File: src/rtl/onehot_demux_dispatch_if.sv
// rtl/onehot_demux_dispatch_if.sv - handshake bundle between producer, dispatcher and lane consumers
interface onehot_demux_dispatch_if #(
   parameter int N = 4,
   parameter int W = 2
);
   logic           in_valid;
   logic           in_ready;
   logic [W-1:0]   in_data;
   logic [N-1:0]   in_sel;
   logic [N-1:0]   out_valid;
   logic [N-1:0]   out_ready;
   logic [N*W-1:0] out_data;

   modport master (
      output in_valid, in_data, in_sel, out_ready,
      input  in_ready, out_valid, out_data
   );

   modport slave (
      input  in_valid, in_data, in_sel, out_ready,
      output in_ready, out_valid, out_data
   );
endinterface

File: src/rtl/onehot_demux_dispatch.sv
// rtl/onehot_demux_dispatch.sv - one-hot select demux into N single-entry lanes with illegal-select drop counter
module onehot_demux_dispatch #(
   parameter int N  = 4,
   parameter int W  = 2,
   parameter int CW = 8
) (
   input  logic                     clk,
   input  logic                     rst,
   onehot_demux_dispatch_if.slave   bus,
   output logic [CW-1:0]            drop_cnt,
   output logic                     drop_err
);
   localparam logic [N-1:0]  SEL_ONE = {{(N-1){1'b0}}, 1'b1};
   localparam logic [CW-1:0] CNT_MAX = {CW{1'b1}};

   logic [N-1:0]         full_q;
   logic [N-1:0][W-1:0]  data_q;
   logic [N-1:0]         lane_free;
   logic                 legal;
   logic                 accept;
   logic                 drop;

   // Exactly one bit set: nonzero and clearing the lowest set bit leaves zero.
   assign legal     = (bus.in_sel != '0) && ((bus.in_sel & (bus.in_sel - SEL_ONE)) == '0);
   assign lane_free = ~full_q | bus.out_ready;

   // Illegal words are always swallowed so a bad select can never wedge the producer.
   assign bus.in_ready = legal ? |(bus.in_sel & lane_free) : 1'b1;

   assign accept = bus.in_valid & bus.in_ready & legal;
   assign drop   = bus.in_valid & ~legal;

   assign bus.out_valid = full_q;
   assign bus.out_data  = data_q;

   always_ff @(posedge clk or posedge rst) begin
      if (rst) begin
         full_q <= '0;
         data_q <= '0;
      end else begin
         for (int i = 0; i < N; i++) begin
            if (accept && bus.in_sel[i]) begin
               full_q[i] <= 1'b1;
               data_q[i] <= bus.in_data;
            end else if (bus.out_ready[i]) begin
               full_q[i] <= 1'b0;
            end
         end
      end
   end

   always_ff @(posedge clk or posedge rst) begin
      if (rst) begin
         drop_cnt <= '0;
         drop_err <= 1'b0;
      end else begin
         drop_err <= drop;
         if (drop && (drop_cnt != CNT_MAX)) begin
            drop_cnt <= drop_cnt + 1'b1;
         end
      end
   end
endmodule

File: src/flat_wrapper.sv
// flat-port wrapper written by rule: the top's interface ports become plain ports
module onehot_demux_dispatch_flat 
#(
   parameter int N  = 4,
   parameter int W  = 2,
   parameter int CW = 8
)
  (clk, rst, drop_cnt, drop_err, bus_in_valid, bus_in_data, bus_in_sel, bus_out_ready, bus_in_ready, bus_out_valid, bus_out_data);
  onehot_demux_dispatch_if #(.N(N), .W(W)) bus_i ();
  input  logic clk;
  input  logic rst;
  output logic [CW-1:0] drop_cnt;
  output logic drop_err;
  input wire logic [$bits(bus_i.in_valid)-1:0] bus_in_valid;
  input wire logic [$bits(bus_i.in_data)-1:0] bus_in_data;
  input wire logic [$bits(bus_i.in_sel)-1:0] bus_in_sel;
  input wire logic [$bits(bus_i.out_ready)-1:0] bus_out_ready;
  output wire logic [$bits(bus_i.in_ready)-1:0] bus_in_ready;
  output wire logic [$bits(bus_i.out_valid)-1:0] bus_out_valid;
  output wire logic [$bits(bus_i.out_data)-1:0] bus_out_data;
  assign bus_i.in_valid = bus_in_valid;
  assign bus_i.in_data = bus_in_data;
  assign bus_i.in_sel = bus_in_sel;
  assign bus_i.out_ready = bus_out_ready;
  assign bus_in_ready = bus_i.in_ready;
  assign bus_out_valid = bus_i.out_valid;
  assign bus_out_data = bus_i.out_data;
  onehot_demux_dispatch #(.N(N), .W(W), .CW(CW)) u_core (.clk(clk), .rst(rst), .bus(bus_i), .drop_cnt(drop_cnt), .drop_err(drop_err));
endmodule
File: config.mk
export PLATFORM = sky130hd
export DESIGN_NAME = onehot_demux_dispatch_flat
export DESIGN_NICKNAME = d
export VERILOG_FILES = /design/src/rtl/onehot_demux_dispatch_if.sv /design/src/rtl/onehot_demux_dispatch.sv /design/src/flat_wrapper.sv
export SDC_FILE = /design/constraint.sdc
export NUM_CORES = 1
export LEC_CHECK = 0
export CAP_MARGIN = 10
export CORE_MARGIN = 4
export CORE_UTILIZATION = 39
export DETAILED_ROUTE_END_ITERATION = 16
export HOLD_SLACK_MARGIN = 0.12
export PLACE_DENSITY = 0.71
export REMOVE_ABC_BUFFERS = 1
export SYNTH_ARGS = -nofsm -noshare
export SYNTH_HDL_FRONTEND = slang
export SYNTH_SLANG_ARGS = --single-unit
File: constraint.sdc
create_clock -name clk -period 1.3 [get_ports clk]
set_input_delay 0.26 -clock clk [delete_from_list [all_inputs] [get_ports clk]]
set_output_delay 0.26 -clock clk [all_outputs]
set_load 0.005 [all_outputs]
==> results of run 1 <==
[cell usage after synthesis (all sizes together) (2+ instances only)]
cell | instances | area share
nand2 | 5 | 0.019
nor2 | 3 | 0.011
a22oi | 2 | 0.015
xor2 | 7 | 0.062
dfrtp | 21 | 0.53
a211oi | 5 | 0.038
nor3 | 4 | 0.020
nor4 | 2 | 0.013
nand2b | 5 | 0.032
inv | 8 | 0.030
mux2 | 10 | 0.11
a21o | 4 | 0.030
nand3 | 5 | 0.025
nor4b | 2 | 0.018
[worst max-delay path: stages (launching register included)]
cell	delay [ps]
dfrtp_1	420
nand2b_4	60
a22oi_2	200
nand3b_1	130
buf_2	160
[layer usage]
layer | GRT usage | up-vias | wire length [µm]
met1 | 0.269 | 547 | 1560
met4 | 0.0927 | 0 | 135
met5 | 0 | - | 0
met2 | 0.419 | 50 | 2110
li1 | - | 493 | -
met3 | 0.0379 | 13 | 231
[state kept, by name (all words and copies together) (netlist names)]
name,flops
u_core.bus.out_valid,4
u_core.drop_err,1
u_core.bus.out_data,8
u_core.drop_cnt,8
[power breakdown]
| part | leakage [nW] | switching [W] | internal, W | total (W) |
|---|---|---|---|---|
| logic | 0.783 | 0.000698 | 0.00112 | 0.00182 |
| clock network | 0.0150 | 0.000203 | 0.000120 | 0.000323 |
| registers | 0.258 | 0.000167 | 0.000858 | 0.00103 |
[how the worst max path moves through the flow]
stage	to	slack, ps	depth (start not counted)
floorplan	u_core.bus.out_data[0]$_DFFE_PP0P_	-270	4
global placement	u_core.bus.out_data[5]$_DFFE_PP0P_	-880	7
detailed placement	u_core.bus.out_data[3]$_DFFE_PP0P_	-990	7
CTS	u_core.bus.out_data[3]$_DFFE_PP0P_	-230	6
global route	bus_in_ready	-310	4
finish	bus_in_ready	-250	4
[kinds of logic after synthesis]
kind of cell             Yosys count
XOR/XNOR                           7
adder cells (fa/ha/maj)            1
flip-flops                        21
AO/OA/AOI/OAI                     12
AND/OR/NAND/NOR                   28
multiplexers                      10
buffers and inverters              8
[final cells by class]
class                   instances  area, µm²
multi-input cells              58        702
fillers                        96        215
inverters                       8       30.0
flip-flops and latches         21        527
clock buffers                   4       26.3
repair buffers                 89        783
well taps                      28       35.0
[layout by cell type, fill, tap and decap left out, types with 2 or more instances in the layout]
master and count:
nor2_4 2, inv_1 8, clkbuf_2 5, nor3_4 4, mux2_4 10, buf_6 22
dlygate4sd2_1 14, clkdlybuf4s50_1 3, xor2_1 6, clkbuf_4 3, buf_12 2, nand2b_4 4
dfrtp_1 20, nor4b_4 2, a211oi_2 3, buf_4 36, nor4_4 2, nand2_1 5
a21o_1 4, nand3_1 4, a211oi_4 2, buf_2 5, a22oi_2 2
[through the flow]
stage	setup TNS (ps)	std cells	setup WS (ps)	total power (W)
2_1_floorplan	-2880	87	-267	0.00136
3_3_place_gp	-16130	179	-884	0.00214
3_5_place_dp	-17820	179	-995	0.00216
4_1_cts	-3070	204	-226	0.00293
5_1_grt	-4870	208	-311	0.00337
6_report	-3740	208	-247	0.00317
[repair_timing]
action                     4_1_cts  5_1_grt
setup endpoints to repair       42       30
pin swaps                       26       12
buffers inserted                24        9
gates cloned                     0        0
resized for setup              131       22
==> results by group, run 1 <==
Cells and area
  • Ant diodes: 0
  • Fin util: 0.907
  • Area Growth Syn to Fin: 113%
  • Share of layout cells above drive strength 1: 0.606
  • Nets: ~200
  • Design Area, Final: roughly 2100 µm²

Clocking
  • Clock Pin Slew Worst Setup and Hold Paths: 120 ps
  • Clock buffer depth: 2
  • CTS HTree Levels: 1
  • Clk_lat worst skew: 320 ps
  • Post-CTS Hold Fix Bufs: 0
  • TritonCTS clock tree: done
  • CTS sink cnt: 21
  • CTS Buf Count: 3
  • Clk root buf: clkbuf_4

Logic synthesis
  • Simple-Gate Fraction of Synth Area: 0.152
  • Main combinational cell family by area after synthesis: simple AND/OR/NAND/NOR gates
  • Post-synthesis mux area share: 0.114
  • Synth Area in XOR/XNOR: 0.0622
  • Adder-cell share of the synthesized area: 0.0127
  • Post-synth EDFFs: 0
  • Mapped Cells: 87
  • Post-synthesis compound-gate area fraction: 0.0952
  • Synth Register Bits: 21
  • Async SR Flop Fraction: 1.00
  • Seq/Total Area, Yosys: 0.533
  • Syn_area_per_cell: 11.3 µm²
  • Synth warn: 0
  • Synth Flop Type: dfrtp_1
  • Synth unique cells: 18
  • Mapped cell area: about 990 µm²

Route
  • Routed vias/inst: 5.30
  • Post-DRT Antenna Nets: 0
  • Total number of vias: 1103
  • Initial drt markers: between 70 and 80
  • DR DRC count: 0
  • DR WL/cell: 19.4 µm
  • Routed WL: a little over 4 mm
  • Initial DRT Pass Iterations: 4

Timing
  • Slew Limit Fails: 0
  • Rel. slew slack: 0.800
  • Worst-Margin Slew: roughly 300 ps
  • Crit path time final: around 1500 ps
  • Final Hold Slack: 300 ps
  • PnR worst setup slack: -247 ps
  • Fmax: 646 MHz
  • Final Cycle Share: 1.19
  • Final Skew: 9.18 ps
  • Endpoints failing setup: 24
  • Final hold vios: 0
  • RSZ-0062 raised after global routing: yes

Placed design
  • HPWL after DPL: 1.88 mm
  • GP Congestion: a little over 0.8
  • Dpl cell area: between 1500 and 2000 µm²
  • IO Port Bufs: 34

Power and ir drop
  • Peak supply drop: 0.00158 V
  • PwrDens: about 1500 nW/µm²
  • Cell leakage power: 1.06 nW

Floorplan
  • Die Wd: 58.3 µm
  • Starting Density: 0.425
  • Core area: 2320 µm²
  • Die Y: approximately 60 µm
  • Die Area: 3400 µm²
  • Std-Cell Rows: 17
  • Num ports: 35

Job
  • Max-cap violations: 0

Setup path
  • Critical path required time: 1040 ps
  • Crit. Startpoint: u_core.bus.out_valid[1]$_DFFE_PP0P_
  • Flop2flop setup slack: -230 ps
  • Worst setup SP type: register
  • RR Startpoint: u_core.bus.out_valid[1]$_DFFE_PP0P_
  • Worst setup EP type: output pin
  • Crit-path max FO: 2
  • Reg2Reg Depth: 5
  • R2r endpoint: u_core.bus.out_data[1]$_DFFE_PP0P_
  • WS Path Type: reg2out
  • CP arrival: approximately 1300 ps

Hold path
  • Worst Hold Class: in2async

Status
  • Failing checks: setup timing
  • Outcome: complete, but fails checks

Global routing
  • GRT overflow: 0
  • Vias in the first global route: 1190
  • Initial antenna violation count: 0
  • Largest net degree at the start of global routing: 22
  • Global-route usage over all layers: 0.232
  • First-pass GRT wire length: between 5 and 6 mm
Note: power is estimated with default switching activity, not from simulation.
==> run 2: changes to the inputs <==
- CORE_MARGIN: 4 -> default
==> run 2 against run 1 <==
  * The flow still finishes with violations (setup timing)
  * Sequential share of layout area fell by 0.58 points
  * Hold slack got worse by 38 ps
  * First-iteration DRC count decreased by 47%
  * Critical path depth increased by 2
  * Count of clock-buffer cells in the layout is 1 lower
  * Critical endpoint is now u_core.bus.out_data[6]$_DFFE_PP0P_
  * Largest cell class unchanged
==> results by group, run 2 (same netlist as run 1, synthesis figures left out) <==
Clocking
  • Clk_lat worst skew: 310 ps (about the same)
  • Post-CTS Hold Fix Bufs: 0 (unchanged)
  • TritonCTS clock tree: done
  • CTS HTree Levels: 1 (unchanged)
  • Clk root buf: clkbuf_4
  • CTS sink cnt: 21 (unchanged)
  • Clock buffer depth: 2 (unchanged)
  • CTS Buf Count: 3 (unchanged)
  • Clock Pin Slew Worst Setup and Hold Paths: 130 ps (about the same)

Timing
  • Post-route setup TNS: -4840 ps (-1100 ps)
  • Final Cycle Share: 1.25 (+0.0548)
  • Fmax: 618 MHz (-4.4%)
  • PnR worst setup slack: -319 ps (-71.2 ps)
  • Final hold vios: 0 (unchanged)
  • Slew Limit Fails: 0 (unchanged)
  • RSZ-0062 raised after global routing: yes
  • Final Skew: 11.0 ps (+1.84 ps)
  • Rel. slew slack: 0.815 (+0.0155)
  • Endpoints failing setup: 23 (-4.2%)
  • Crit path time final: 1620 ps (+71.2 ps)
  • Worst-Margin Slew: 277 ps (-22.3 ps)

Placed design
  • GP Congestion: 0.732 (-9.4%)
  • IO Port Bufs: 34 (unchanged)
  • HPWL after DPL: 1.84 mm (-2.0%)

Setup path
  • Worst setup SP type: register
  • Worst setup EP type: register
  • Crit-path max FO: 4 (+2)
  • WS Path Type: reg2reg
  • Critical path required time: 1500 ps (+460 ps)
  • CP arrival: 1810 ps (+520 ps)
  • Flop2flop setup slack: -320 ps (-90 ps)

Global routing
  • Vias in the first global route: 1213 (+1.9%)
  • Initial antenna violation count: 0 (unchanged)
  • First-pass GRT wire length: 5.89 mm (-0.24%)
  • Largest net degree at the start of global routing: 22 (unchanged)
  • GRT overflow: 0 (unchanged)
  • Global-route usage over all layers: 0.304 (+0.0717)

Cells and area
  • Area Growth Syn to Fin: 118%
  • Share of layout cells above drive strength 1: 0.615 (+0.00983)
  • Commonest cells after routing, fill and taps aside: 33 x buf_4, 30 x buf_6, 21 x dfrtp_1, 15 x dlygate4sd2_1, 10 x mux2_4
  • Ant diodes: 0 (unchanged)
  • Commonest non-fill, non-tap cell in the layout: buf_4
  • Nets: 197 (+1.0%)

Route
  • Post-DRT Antenna Nets: 0 (unchanged)
  • Initial DRT Pass Iterations: 4 (unchanged)
  • DR WL/cell: 21.7 µm (+12%)
  • Initial drt markers: 40 (-47%)
  • Total number of vias: 1184 (+7.3%)
  • Routed vias/inst: 5.64 (+6.3%)
  • DR DRC count: 0 (unchanged)
  • Routed WL: 4.56 mm (+13%)

Power and ir drop
  • Switching portion of total power: 0.353 (+0.0163)
  • Clock share of power: 0.101 (about the same)
  • Flop pwr share: 0.317 (-0.007)
  • Psw: 0.00113 W (+6.0%)
  • Power Total: 0.00320 W (+1.1%)
  • Cell leakage power: 1.07 nW (+1.2%)
  • P_int: 0.00207 W (-1.4%)
  • PwrDens: 1490 nW/µm² (-1.0%)
  • Combinational share of power: 0.582 (+0.008)
  • Peak supply drop: 0.00159 V (+0.37%)

Job
  • Max-cap violations: 0 (unchanged)

Floorplan
  • Core area: 2300 µm² (-0.92%)
  • Die Y: 52.3 µm (-10%)
  • Die Area: 2730 µm² (-20%)
  • Die Wd: 52.3 µm (-10%)
  • Std-Cell Rows: 17 (unchanged)
  • Num ports: 35 (unchanged)
  • Starting Density: 0.429 (+0.00394)

Hold path
  • Worst Hold Class: in2async

Status
  • Outcome: complete, but fails checks
  • Failing checks: setup timing
==> run 2: cell types whose count changed in the layout (fill, tap and decap cells not counted), sizes merged <==
cell          previous run  this run
buf                     65        68
clkbuf                   9         7
clkinv                   0         1
dlygate4sd2             14        15
dlymetal6s2s             1         0
==> run 2: layout make-up <==
type                            instances  area (µm²)
Tap cell                               28        35.0
Sequential cell                        21         526
Inverter                                8        30.0
Clock inverter                          1        5.00
Fill cell                              63         149
Multi-Input combinational cell         58         698
Timing Repair Buffer                   91         832
Clock buffer                            3        22.5
==> run 2: through the flow <==
step                utilization  hold slack, ps  setup slack (ps)  area [µm²]  instances
global route              0.935             289              -345        2150        210
CTS                       0.894             280              -221        2050        206
finish                    0.935             261              -319        2150        210
global placement          0.691             491              -883        1590        179
detailed placement        0.691             501              -960        1590        179
floorplan                     -             237              -267         986         87
==> run 2: power groups by stage <==
stage / registers (W) / clock network, W / logic (W)
CTS: 0.000986 / 0.000317 / 0.00158
detailed placement: 0.000994 / 0 / 0.00116
floorplan: 0.00106 / 0 / 0.000294
global route: 0.00102 / 0.000362 / 0.00194
finish: 0.00101 / 0.000323 / 0.00187
global placement: 0.000981 / 0 / 0.00113
==> run 2: path summary, 6_finish.rpt <==
kind                                                     startpoint  cells after the start                             endpoint
worst max register to register  u_core.bus.out_valid[2]$_DFFE_PP0P_                      6   u_core.bus.out_data[6]$_DFFE_PP0P_
worst min register to register   u_core.bus.out_data[2]$_DFFE_PP0P_                      1   u_core.bus.out_data[2]$_DFFE_PP0P_
worst min-delay path                                            rst                      3   u_core.bus.out_data[0]$_DFFE_PP0P_
min in group clk                                   bus_out_ready[0]                      3  u_core.bus.out_valid[0]$_DFFE_PP0P_
max in group asynchronous                                       rst                      3   u_core.bus.out_data[2]$_DFFE_PP0P_
worst max-delay path            u_core.bus.out_valid[2]$_DFFE_PP0P_                      6   u_core.bus.out_data[6]$_DFFE_PP0P_
==> run 2: critical path, stage by stage, from the launching register on <==
cell and delay [ps]:
dfrtp_1 440, nand2b_4 80, a22oi_2 100, buf_6 150
a211oi_4 270, buf_6 160, mux2_4 310
==> run 2: timing repair <==
item,CTS,global route
endpoints found under the setup margin,43,32
cloned,0,0
setup buffers,24,9
pin swaps,21,15
gates resized for setup,126,35
==> run 2: metal layers <==
metal | wire, µm | up-vias | part of all wire | track usage
met5 | 0 | - | 0 | 0
met4 | 117 | 0 | 0.026 | 0.118
met3 | 333 | 16 | 0.073 | 0.0435
met2 | 2440 | 85 | 0.54 | 0.576
met1 | 1670 | 590 | 0.37 | 0.333
li1 | - | 493 | - | -
==> run 3: changes to the inputs <==
--- a/config.mk
+++ b/config.mk
@@ -12,2 +12,3 @@
 export PLACE_DENSITY = 0.71
+export RECOVER_POWER = 100
 export REMOVE_ABC_BUFFERS = 1
==> constraint.sdc (replaced) <==
create_clock -name clk -period 1.3 [get_ports clk]
set_input_delay 0.13 -clock clk [delete_from_list [all_inputs] [get_ports clk]]
set_output_delay 0.13 -clock clk [all_outputs]
set_load 0.005 [all_outputs]
==> run 3 against run 2 <==
  * The flow still finishes with violations (setup timing)
  * Combinational power down 24%
  * Power decreased by 15%
  * Sequential power hardly changed
  * Critical path type unchanged
  * Largest cell class unchanged
==> results by group, run 3 (same netlist as run 1, synthesis figures left out) <==
Cells and area
  • Share of layout cells above drive strength 1: 0.479 (-0.136)
  • Ant diodes: 0 (unchanged)
  • Area Growth Syn to Fin: 95.7%
  • Commonest non-fill, non-tap cell in the layout: buf_4
  • Design Area, Final: 1930 µm² (-10%)
  • Commonest cells after routing, fill and taps aside: 27 x buf_4, 21 x dfrtp_1, 19 x dlygate4sd2_1, 12 x buf_6, 10 x mux2_4
  • Fin util: 0.840 (-0.0953)
  • Nets: 182 (-7.6%)

Floorplan
  • Die Area: 2730 µm² (unchanged)
  • Std-Cell Rows: 17 (unchanged)
  • Die Wd: 52.3 µm (unchanged)
  • Starting Density: 0.429 (unchanged)
  • Die Y: 52.3 µm (unchanged)
  • Core area: 2300 µm² (unchanged)
  • Num ports: 35 (unchanged)

Power and ir drop
  • Switching portion of total power: 0.332 (-0.0212)
  • P_int: 0.00182 W (-12%)
  • Combinational share of power: 0.526 (-0.056)
  • Flop pwr share: 0.358 (+0.041)
  • Peak supply drop: 0.00132 V (-17%)
  • Cell leakage power: 0.952 nW (-11%)
  • Clock share of power: 0.116 (+0.015)
  • Psw: 0.000905 W (-20%)
  • PwrDens: 1410 nW/µm² (-5.3%)

Clocking
  • CTS HTree Levels: 1 (unchanged)
  • TritonCTS clock tree: done
  • Clock Pin Slew Worst Setup and Hold Paths: 120 ps (about the same)
  • Post-CTS Hold Fix Bufs: 0 (unchanged)
  • CTS Buf Count: 3 (unchanged)
  • Clk root buf: clkbuf_4
  • CTS sink cnt: 21 (unchanged)
  • Clock buffer depth: 2 (unchanged)
  • Clk_lat worst skew: 310 ps (about the same)

Setup path
  • R2r endpoint: u_core.bus.out_data[5]$_DFFE_PP0P_
  • RR Startpoint: u_core.bus.out_valid[1]$_DFFE_PP0P_
  • Reg2Reg Depth: 6 (unchanged)
  • Crit-path max FO: 4 (unchanged)
  • WS Path Type: reg2reg
  • Worst setup EP type: register
  • Critical path required time: 1490 ps (about the same)
  • Worst setup SP type: register
  • CP arrival: 1760 ps (-50 ps)
  • Flop2flop setup slack: -270 ps (+50 ps)

Global routing
  • Initial antenna violation count: 0 (unchanged)
  • Largest net degree at the start of global routing: 22 (unchanged)
  • GRT overflow: 0 (unchanged)
  • Global-route usage over all layers: 0.238 (-0.0653)
  • First-pass GRT wire length: 4.64 mm (-21%)
  • Vias in the first global route: 1015 (-16%)

Status
  • Outcome: complete, but fails checks
  • Failing checks: setup timing

Timing
  • Endpoints failing setup: 21 (-8.7%)
  • Rel. slew slack: 0.651 (-0.164)
  • Post-route setup TNS: -3300 ps (+1540 ps)
  • Final hold vios: 0 (unchanged)
  • Slew Limit Fails: 0 (unchanged)
  • Final Hold Slack: 361 ps (+99.3 ps)
  • Fmax: 638 MHz (+3.2%)
  • PnR worst setup slack: -268 ps (+50.3 ps)
  • Final Skew: 12.8 ps (+1.77 ps)
  • Crit path time final: 1570 ps (-50.3 ps)
  • Worst-Margin Slew: 523 ps (+246 ps)
  • RSZ-0062 raised after global routing: yes
  • Final Cycle Share: 1.21 (-0.0387)

Placed design
  • HPWL after DPL: 1.65 mm (-11%)
  • Dpl cell area: 1560 µm² (-1.4%)
  • IO Port Bufs: 34 (unchanged)
  • GP Congestion: 0.750 (+2.4%)

Route
  • Initial drt markers: 12 (-70%)
  • Routed WL: 3.19 mm (-30%)
  • Total number of vias: 1011 (-15%)
  • DR DRC count: 0 (unchanged)
  • Initial DRT Pass Iterations: 4 (unchanged)
  • Post-DRT Antenna Nets: 0 (unchanged)
  • DR WL/cell: 16.3 µm (-25%)
  • Routed vias/inst: 5.18 (-8.0%)

Hold path
  • Worst Hold Class: in2async

Job
  • Max-cap violations: 0 (unchanged)
## run 3: cell types whose count changed in the layout (fill, tap and decap cells not counted), sizes merged
cell / before / now
buf: 68 / 43
clkbuf: 7 / 8
clkdlybuf4s15: 1 / 0
clkdlybuf4s25: 0 / 2
clkdlybuf4s50: 3 / 6
clkinv: 1 / 0
dlygate4sd2: 15 / 19
dlygate4sd3: 0 / 1
dlymetal6s2s: 0 / 1
## run 3: layout make-up
| type | count | area, µm² |
|---|---|---|
| inverters | 8 | 32.5 |
| well taps | 28 | 35.0 |
| repair buffers | 76 | 662 |
| flip-flops and latches | 21 | 526 |
| multi-input cells | 58 | 648 |
| fillers | 123 | 368 |
| clock buffers | 4 | 26.3 |
## run 3: worst max-delay path, cell delays in order (launching register included)
cell and delay [ps]:
dfrtp_1 410, nand2b_1 100, a22oi_2 100, buf_6 150, a211oi_4 260, buf_6 150, mux2_4 290
## run 3: worst max path at each step
stage | start | end | slack (ps)
final | u_core.bus.out_valid[1]$_DFFE_PP0P_ | u_core.bus.out_data[5]$_DFFE_PP0P_ | -270
after global routing | u_core.bus.out_valid[1]$_DFFE_PP0P_ | u_core.bus.out_data[3]$_DFFE_PP0P_ | -320
after CTS | u_core.bus.out_valid[1]$_DFFE_PP0P_ | u_core.bus.out_data[0]$_DFFE_PP0P_ | -290
after detailed placement | bus_in_sel[0] | u_core.bus.out_data[5]$_DFFE_PP0P_ | -790
after global placement | bus_in_sel[3] | bus_in_ready | -730
after floorplan | u_core.bus.out_valid[2]$_DFFE_PP0P_ | u_core.bus.out_data[0]$_DFFE_PP0P_ | -160
## run 3: power by group through the flow
stage               Combinational, W  Sequential (W)  Clock, W
CTS                          0.00131        0.000962  0.000313
global route                 0.00155        0.000991  0.000356
finish                       0.00143        0.000976  0.000315
floorplan                   0.000294         0.00106         0
detailed placement           0.00119        0.000968         0
global placement             0.00116        0.000962         0
## run 3: per-stage QoR
stage / total power (W) / setup WS, ps / instances
after detailed placement: 0.00216 / -792 / 176
after CTS: 0.00259 / -293 / 190
after global placement: 0.00212 / -728 / 176
final: 0.00272 / -268 / 195
after global routing: 0.00289 / -317 / 195
after floorplan: 0.00136 / -156 / 87
## run 3: per-layer routing
metal  global-route usage  routed length, µm
met1                0.280               1240
met2                0.418               1720
met3               0.0406                169
met4                0.110                 56
met5                    0                  0
## run 3: timing repair
action                     CTS  global route
setup endpoints to repair   37            26
setup buffers               11             8
pin swaps                   20            19
resized for setup           79            24
